$ cat config.mk
export PLATFORM = sky130hd
export DESIGN_NAME = layer_input_sequencer
export DESIGN_NICKNAME = d
export VERILOG_FILES = /design/src/rtl/layer_input_sequencer.sv
export SDC_FILE = /design/constraint.sdc
export NUM_CORES = 1
export LEC_CHECK = 0
export BUFFER_PORTS_ARGS = -buffer_cell sky130_fd_sc_hd__buf_2
export CAP_MARGIN = 40
export CELL_PAD_IN_SITES_DETAIL_PLACEMENT = 0
export CELL_PAD_IN_SITES_GLOBAL_PLACEMENT = 1
export CORE_MARGIN = 2
export CORE_UTILIZATION = 46
export CTS_CLUSTER_DIAMETER = 40
export DETAILED_ROUTE_END_ITERATION = 16
export PLACE_DENSITY_LB_ADDON = 0.1
export SLEW_MARGIN = 15
export SYNTH_ARGS = -nofsm -noshare
export SYNTH_HDL_FRONTEND = slang
export SYNTH_SLANG_ARGS = --single-unit
$ cat constraint.sdc
create_clock -name clk -period 5 [get_ports clk]
set_input_delay 0.25 -clock clk [delete_from_list [all_inputs] [get_ports clk]]
set_output_delay 0.25 -clock clk [all_outputs]
set_load 0.01 [all_outputs]
$ cat src/rtl/layer_input_sequencer.sv
// layer_input_sequencer: buffers host vectors and streams them into the cell chain.
// Optional DRAIN watchdog with `define SEQ_TIMEOUT_EN (adds port timeout).
module layer_input_sequencer #(
  parameter int DATA_WIDTH    = 32,
  parameter int WEIGHT_AMOUNT = 4,
  parameter int MAX_VECTORS   = 4
`ifdef SEQ_TIMEOUT_EN
  ,
  parameter int TIMEOUT_CYCLES = 1024
`endif
) (
  input  logic                             clk,
  input  logic                             rst,
  input  logic                             wr_enable,
  input  logic [DATA_WIDTH-1:0]            wr_value,
  input  logic                             start,
  input  logic [$clog2(MAX_VECTORS+1)-1:0] vector_count,
  output logic [DATA_WIDTH-1:0]            output_index,
  output logic [DATA_WIDTH-1:0]            output_value,
  output logic                             output_enable,
  input  logic [DATA_WIDTH:0]              input_result,
  output logic [DATA_WIDTH-1:0]            result_value,
  output logic                             result_valid,
  output logic                             busy,
  output logic                             done,
  output logic                             overflow,
  output logic                             start_error
`ifdef SEQ_TIMEOUT_EN
  ,
  output logic                             timeout
`endif
);

  localparam int DEPTH = WEIGHT_AMOUNT * MAX_VECTORS;
  localparam int AW    = (DEPTH > 1) ? $clog2(DEPTH) : 1;
  localparam int PW    = $clog2(DEPTH + 1);
  localparam int CW    = $clog2(MAX_VECTORS + 1);
  localparam int IW    = (WEIGHT_AMOUNT > 1) ? $clog2(WEIGHT_AMOUNT) : 1;

  typedef enum logic [1:0] {
    S_IDLE,
    S_STREAM,
    S_DRAIN,
    S_DONE
  } state_e;

  state_e                state_q;
  logic [DATA_WIDTH-1:0] mem_q [DEPTH];
  logic [PW-1:0]         wr_ptr_q;
  logic [PW-1:0]         rd_ptr_q;
  logic [PW-1:0]         total_q;
  logic [IW-1:0]         bidx_q;
  logic [CW-1:0]         cnt_q;
  logic [CW-1:0]         res_cnt_q;

  logic [PW-1:0]         wr_ptr_d;
  logic                  wr_hit;
  logic                  wr_ok;
  logic                  start_ok;
  logic                  res_hit;
  logic [31:0]           need;
  logic [DATA_WIDTH-1:0] first_val;

`ifdef SEQ_TIMEOUT_EN
  localparam int WW = $clog2(TIMEOUT_CYCLES + 1);
  logic [WW-1:0] wd_q;
`endif

  always_comb begin
    wr_hit   = (state_q == S_IDLE) && wr_enable;
    wr_ok    = wr_hit && (wr_ptr_q < PW'(DEPTH));
    wr_ptr_d = wr_ok ? wr_ptr_q + 1'b1 : wr_ptr_q;
    need     = 32'(vector_count) * 32'(WEIGHT_AMOUNT);
    // a write in the start cycle counts toward the load check
    start_ok = (vector_count != '0)
            && (32'(vector_count) <= 32'(MAX_VECTORS))
            && (need <= 32'(wr_ptr_d));
    first_val = (wr_ok && wr_ptr_q == '0) ? wr_value : mem_q[0];
    res_hit  = input_result[DATA_WIDTH]
            && (state_q == S_STREAM || state_q == S_DRAIN)
            && (res_cnt_q != cnt_q);
  end

  always_ff @(posedge clk) begin
    if (wr_ok) mem_q[wr_ptr_q[AW-1:0]] <= wr_value;
  end

  always_ff @(posedge clk) begin
    if (rst) begin
      state_q       <= S_IDLE;
      wr_ptr_q      <= '0;
      rd_ptr_q      <= '0;
      total_q       <= '0;
      bidx_q        <= '0;
      cnt_q         <= '0;
      res_cnt_q     <= '0;
      output_index  <= '0;
      output_value  <= '0;
      output_enable <= 1'b0;
      result_value  <= '0;
      result_valid  <= 1'b0;
      busy          <= 1'b0;
      done          <= 1'b0;
      overflow      <= 1'b0;
      start_error   <= 1'b0;
`ifdef SEQ_TIMEOUT_EN
      wd_q          <= '0;
      timeout       <= 1'b0;
`endif
    end else begin
      result_valid <= 1'b0;
      done         <= 1'b0;
      start_error  <= 1'b0;
`ifdef SEQ_TIMEOUT_EN
      timeout      <= 1'b0;
`endif
      if (res_hit) begin
        result_value <= input_result[DATA_WIDTH-1:0];
        result_valid <= 1'b1;
        res_cnt_q    <= res_cnt_q + 1'b1;
      end
      unique case (state_q)
        S_IDLE: begin
          wr_ptr_q <= wr_ptr_d;
          if (wr_hit && !wr_ok) overflow <= 1'b1;
          if (start) begin
            if (start_ok) begin
              state_q       <= S_STREAM;
              cnt_q         <= vector_count;
              total_q       <= PW'(need);
              res_cnt_q     <= '0;
              overflow      <= 1'b0;
              busy          <= 1'b1;
              // first beat leaves on the accepting edge
              output_enable <= 1'b1;
              output_index  <= '0;
              output_value  <= first_val;
              rd_ptr_q      <= PW'(1);
              bidx_q        <= (WEIGHT_AMOUNT > 1) ? IW'(1) : '0;
            end else begin
              start_error <= 1'b1;
            end
          end
        end
        S_STREAM: begin
          if (rd_ptr_q == total_q) begin
            state_q       <= S_DRAIN;
            output_enable <= 1'b0;
            output_index  <= '0;
            output_value  <= '0;
`ifdef SEQ_TIMEOUT_EN
            wd_q          <= '0;
`endif
          end else begin
            output_enable <= 1'b1;
            output_index  <= DATA_WIDTH'(bidx_q);
            output_value  <= mem_q[rd_ptr_q[AW-1:0]];
            rd_ptr_q      <= rd_ptr_q + 1'b1;
            bidx_q        <= (bidx_q == IW'(WEIGHT_AMOUNT - 1)) ?
                             '0 : bidx_q + 1'b1;
          end
        end
        S_DRAIN: begin
          if (res_cnt_q == cnt_q) begin
            state_q <= S_DONE;
            done    <= 1'b1;
            busy    <= 1'b0;
          end
`ifdef SEQ_TIMEOUT_EN
          else if (res_hit) begin
            wd_q <= '0;
          end else if (wd_q == WW'(TIMEOUT_CYCLES - 1)) begin
            state_q <= S_DONE;
            done    <= 1'b1;
            busy    <= 1'b0;
            timeout <= 1'b1;
          end else begin
            wd_q <= wd_q + 1'b1;
          end
`endif
        end
        S_DONE: begin
          wr_ptr_q <= '0;
          rd_ptr_q <= '0;
          state_q  <= S_IDLE;
        end
      endcase
    end
  end

endmodule

-- Word-level counts from Yosys, hierarchy flattened
Memories as Yosys holds them, arrays and structs flattened. A register that Yosys moved wholly into a read port is not among the register bits.
Cells that the tools add are included.
- flip-flop bits (word level): 122
- RAM bits: 512
- input bits: 72
- output and inout bits: 102
- logic and storage cells: 106
- memories: 1
- memory list (name ; words ; bits a word ; read ports ; clocked after memory_dff ; write ports ; line ; text):
    mem_q ; 16 ; 32 ; 2 ; 1 ; 1 ; 48 ; logic [DATA_WIDTH-1:0] mem_q [DEPTH];
- add/sub/neg operators: 4
- order comparisons: 3
- eq/ne operators: 12
- mux-type cells: 43
- bitwise logic cells: 3
- reduce and logical (&&, ||, !) cells: 25
- operators by type and width (cell ; count):
    $mux W32 ; 6
    $pmux W32 S2 ; 2
    $mux W5 ; 4
    $reduce_and A4 Y1 ; 4
    $pmux W5 S3 ; 1
    $mux W2 ; 7
    $mux W1 ; 12
    $mux W3 ; 4
    $add A5 B1 Y5 const B ; 2
    $pmux W5 S2 ; 1
    $logic_and A1 B1 Y1 ; 8
    $mux W4 ; 2
    $pmux W2 S4 ; 1
    $eq A2 B2 Y1 const B ; 3
    $ne A2 B2 Y1 const B ; 3
    $reduce_and A3 Y1 ; 2
    $reduce_bool A2 Y1 ; 3
    $reduce_bool A3 Y1 ; 2
    $eq A5 B5 Y1 ; 1
    $le A5 B5 Y1 ; 1
    $logic_not A5 Y1 ; 1
    $lt A5 B5 Y1 const B ; 1
    $ne A2 B1 Y1 const B ; 2
    $pmux W1 S2 ; 2
    other kinds (13) ; 15

-- Depth between registers and ports, before layout
- word-level depth: 11
- mapped depth: 16
- depth with buffers taken out: 12

-- Least setup slack after synthesis
No wires, ideal clock.
- path kind: flip-flop to flip-flop
- start: register state_q[0]
- end: register output_value[0]
- library setup time: 0.122 ns
- arrival: 4.587 ns
- required time: 4.878 ns
- slack: 0.291 ns
- stages on the path, launching flop included: 17
- cell sequence: dfxtp_1 -> inv_1 -> ha_1 -> buf_4 -> and3b_1 -> buf_2 -> nand2_1 -> nor2_1 -> nor2_1 -> ha_1 -> nand3_1 -> or4_1 -> o21a_1 -> and2_1 -> buf_6 -> buf_6 -> o311a_1
- cells in the longest elaborated chain, start to end: 8
- elaborated cells between the ends (all ways): 16
- those cells by class: 1 x order compare; 3 x eq/ne; 5 x mux; 7 x reduce/logical
- RTL lines (item ; line ; text):
    start, declared ; 47 ; state_e state_q;
    start signal, assigned ; 90 ; state_q <= S_IDLE;
    start signal, assigned ; 128 ; state_q <= S_STREAM;
    start signal, assigned ; 147 ; state_q <= S_DRAIN;
    $logic_not A2 Y1 ; 70, 122 ;
    $logic_and A1 B1 Y1 ; 70 ; wr_hit = (state_q == S_IDLE) && wr_enable;
    $logic_and A1 B1 Y1 ; 71 ; wr_ok = wr_hit && (wr_ptr_q < PW'(DEPTH));
    $mux W5 / $logic_and A1 B1 Y1 (equally long branches) ; 72, 78 ;
    $le A5 B5 Y1 / $mux W32 (equally long branches) ; 77, 78 ;
    $logic_and A1 B1 Y1 / $mux W32 (equally long branches) ; 77, 127 ;
    $ne A2 B2 Y1 (no source line) / $mux W32 (equally long branches) ; n/a ;
    $reduce_and A3 Y1 (no source line) / $pmux W32 S2 (equally long branches) ; n/a ;
    end signal, assigned ; 137 ; output_value <= first_val;
    end signal, assigned ; 157 ; output_value <= mem_q[rd_ptr_q[AW-1:0]];
    end, declared ; 19 ; output logic [DATA_WIDTH-1:0] output_value,
Parallel ways exist; a longest one is shown, timed or not. The select of a mux whose other input is x is not followed.
A chain may end at the register's enable or synchronous reset.

-- Final worst setup path
- start: register state_q[0]
- end: register output_value[8]
The elaborated chain is that of the path after synthesis.

==> metrics.csv <==
metric,value,unit
Rel. slew slack,42.7,%
CP Data Arrival Time,4640,ps
WP depth,12,
cells along the critical path,inv_1 > ha_1 > and3b_1 > nand2_1 > nor2_4 > nor2_1 > ha_1 > nand3_1 > or4_1 > o21a_2 > and2_2 > o311a_1,
Startpoint Class,register,
HP Class,in -> reg,
pin count of the biggest net entering global routing,58,
Async SR Flop Fraction,0,%
Power per Cell Area,504,nW/um^2
Post-CTS Hold Buffers,67,
post-synth cell types,52,
"Seq/Total Area, Yosys",72.2,%
Initial Utilization,46.6,%
post-layout min period,4120,ps
clk slew on worst S/H paths,60,ps
Final HPWL DP,35100,um
CP endpoint kind,register,
Top Ports,174,
Worst Path Required,5520,ps
CTS tree,built,
full die area,54000,um^2
DRT iter0 DRCs,1176,
hold path depth,1,
clock tree buffer depth,3,
fmax,243,MHz
TritonCTS Buffers,91,
status,"complete, no violations",
Routed Wire Length,61000,um
P&R area growth vs syn,23.7,%
antenna violations before repair,1,
n_diodes,0,
Die H,232,um
RSZ-0062 raised after global routing,false,
Pwr Total,14.9,mW
Worst Path Max Fanout,32,
die width,232,um
Fin. Hold Viols,0,
max-cap violation count,0,
root buf cell,clkbuf_16,
"Avg Cell Area, Syn",17.1,um^2
drt via density,5.70,
"Top FF cell, synth",edfxtp_1,
Post-CTS Setup Bufs,0,
port bufs,143,
vias,13800,
DR pass1 iterations,6,
post-route ant nets,0,
row count,83,
R2R depth,12,
fillers,3966,
Synth area leader,edfxtp_1,
max-slew violations,0,
Crit path top cell by count,ha_1,
crit path launch,state_q[0],
ratio of cells with drive above 1 in the final layout,29.5,%
Post-synth EDFFs,512,
wire per inst,25.3,um
vias in the first global route,13900,
Slowest cell on crit path,or4_1,
global-route wire length before repair,90600,um
CP Capture Point,output_value[8],
PostCTS Resize Cnt,0,
Slew @ Worst Pin,859,ps
total track usage,23.1,%
cell family contributing the most delay on the critical path,simple AND/OR/NAND/NOR gates,
cells taking the most area after synthesis,"edfxtp_1, mux4_2, dfxtp_1",
critical path class,reg -> reg,
Post-route DRC,0,
CP Buf/Inv Count,1,
leakage dissipation,10.1,nW
reg2reg start,state_q[0],
clk sinks,608,
CP peak stage delay,540,ps
FF-to-FF End,output_value[8],
Seq cells post-synth,608,
final setup TNS,0,ps
GPL Wtd Cong,0.765,
R2R Setup Slk,880,ps
core area,51400,um^2
nets@finish,1746,
Yosys top cell area share,64.1,%
number of H-tree levels,3,
Mapped Area,24000,um^2
final period utilization,82.4,%
Yosys Warn Count,0,
Gate Count Post-Synth,1398,
clk_lat worst skew,640,ps
final setup skew,21.3,ps
GR Overflow Total,0,
final setup fails,0,
maximum VDD drop,0.340,mV
-- state kept, by name (all words and copies together) (netlist names), named ones only --
| name | flops |
|---|---|
| bidx_q | 2 |
| busy | 1 |
| done | 1 |
| mem_q | 512 |
| output_enable | 1 |
| output_index | 2 |
| output_value | 32 |
| overflow | 1 |
| rd_ptr_q | 5 |
| res_cnt_q | 3 |
| result_valid | 1 |
| result_value | 32 |
| start_error | 1 |
| state_q | 2 |
| total_q | 3 |
| wr_ptr_q | 5 |
-- power breakdown --
part | switching (mW) | leakage, nW | internal [mW]
Sequential | 0.194 | 5.40 | 5.82
Clock | 2.44 | 1.55 | 4.11
Combinational | 1.33 | 3.12 | 1.06
Total | 3.96 | 10.1 | 11.0
-- worst reg2reg max path: stages (launching register included) --
cell and delay [ps]:
dfxtp_1 340, inv_1 110, ha_1 350, and3b_1 420, nand2_1 370, nor2_4 200
nor2_1 50, ha_1 330, nand3_1 140, or4_1 540, o21a_2 210, and2_2 440
o311a_1 480
-- kinds of logic after synthesis --
logic type | share of synthesized area [%]
flip-flops | 72.2
AND/OR/NAND/NOR | 5.06
AO/OA/AOI/OAI | 6.54
multiplexers | 12.2
buffers and inverters | 2.78
adder cells (fa/ha/maj) | 0.835
XOR/XNOR | 0.365
other | 0.0156
-- worst min-delay path by stage --
stage,endpoint,start
4_1_cts,mem_q[3][21],wr_value[21]
3_3_place_gp,result_value[11],result_value[11]
3_5_place_dp,result_value[18],result_value[18]
5_1_grt,mem_q[11][21],wr_value[21]
2_1_floorplan,mem_q[0][0],wr_value[0]
6_report,mem_q[8][21],wr_value[21]
-- placed cells by master (no fill, tap or decap), types with 39 or more instances in the layout --
cell / Yosys / layout
a21oi_1: 82 / 82
buf_2: 16 / 144
clkbuf_16: 0 / 96
dfxtp_1: 96 / 93
dlygate4sd3_1: 0 / 67
edfxtp_1: 512 / 512
mux4_2: 128 / 128
nand2_1: 113 / 111
o21ai_0: 39 / 39
o22ai_1: 64 / 64
-- metrics by stage --
step | hold WS [ps] | setup WS [ps] | utilization, % | cells | cell area [um^2]
2_1_floorplan | 349 | 291 | - | 1427 | 24100
3_3_place_gp | 439 | 1020 | 49.6 | 2167 | 25500
3_5_place_dp | 445 | 933 | 50.1 | 2177 | 25700
4_1_cts | 11.4 | 901 | 57.6 | 2415 | 29600
5_1_grt | 23.5 | 701 | 57.7 | 2416 | 29700
6_report | 36.1 | 882 | 57.7 | 2416 | 29700
-- synth_stat cells (2+ instances only) --
| cell | number |
|---|---|
| edfxtp_1 | 512 |
| mux4_2 | 128 |
| nand2_1 | 113 |
| dfxtp_1 | 96 |
| a21oi_1 | 82 |
| clkbuf_1 | 66 |
| o22ai_1 | 64 |
| o21ai_0 | 39 |
| nor2_1 | 36 |
| nor3_1 | 35 |
| nand3b_1 | 33 |
| o311a_1 | 32 |
| buf_4 | 31 |
| buf_2 | 16 |
| ha_1 | 16 |
| inv_1 | 13 |
| nand3_1 | 9 |
| nand4_1 | 6 |
| xor2_1 | 6 |
| nand2b_1 | 5 |
| buf_6 | 4 |
| mux2i_1 | 4 |
| xnor2_1 | 4 |
| a21o_1 | 3 |
| buf_1 | 3 |
| o21a_1 | 3 |
| o31ai_1 | 3 |
| or2_2 | 3 |
| a2111o_1 | 2 |
| a211o_1 | 2 |
| a31oi_1 | 2 |
| and3_1 | 2 |
| nor2b_1 | 2 |
| nor4_1 | 2 |
| o221a_2 | 2 |
| or4_1 | 2 |
| or4_4 | 2 |
-- area by class of cell --
cell class              count  area, um^2  area share [%]
inverters                  13        48.8           0.165
well taps                 680         851            2.87
multi-input cells         686        6280            21.2
repair buffers            258        1960            6.62
clock inverters            65         759            2.56
clock buffers             106        2450            8.26
flip-flops and latches    608       17300            58.4
-- routing by layer --
layer  GRT usage, %  share of wire [%]  vias to the layer above  wire, um
met2           38.0                 49                      486     30000
met3           5.08                6.5                      108      3940
met4           6.59                2.4                        2      1450
li1               -                  -                     6118         -
met1           31.1                 42                     7061     25600
met5              0              0.018                        -        11
No activity file was read; power rests on OpenSTA's default activity.
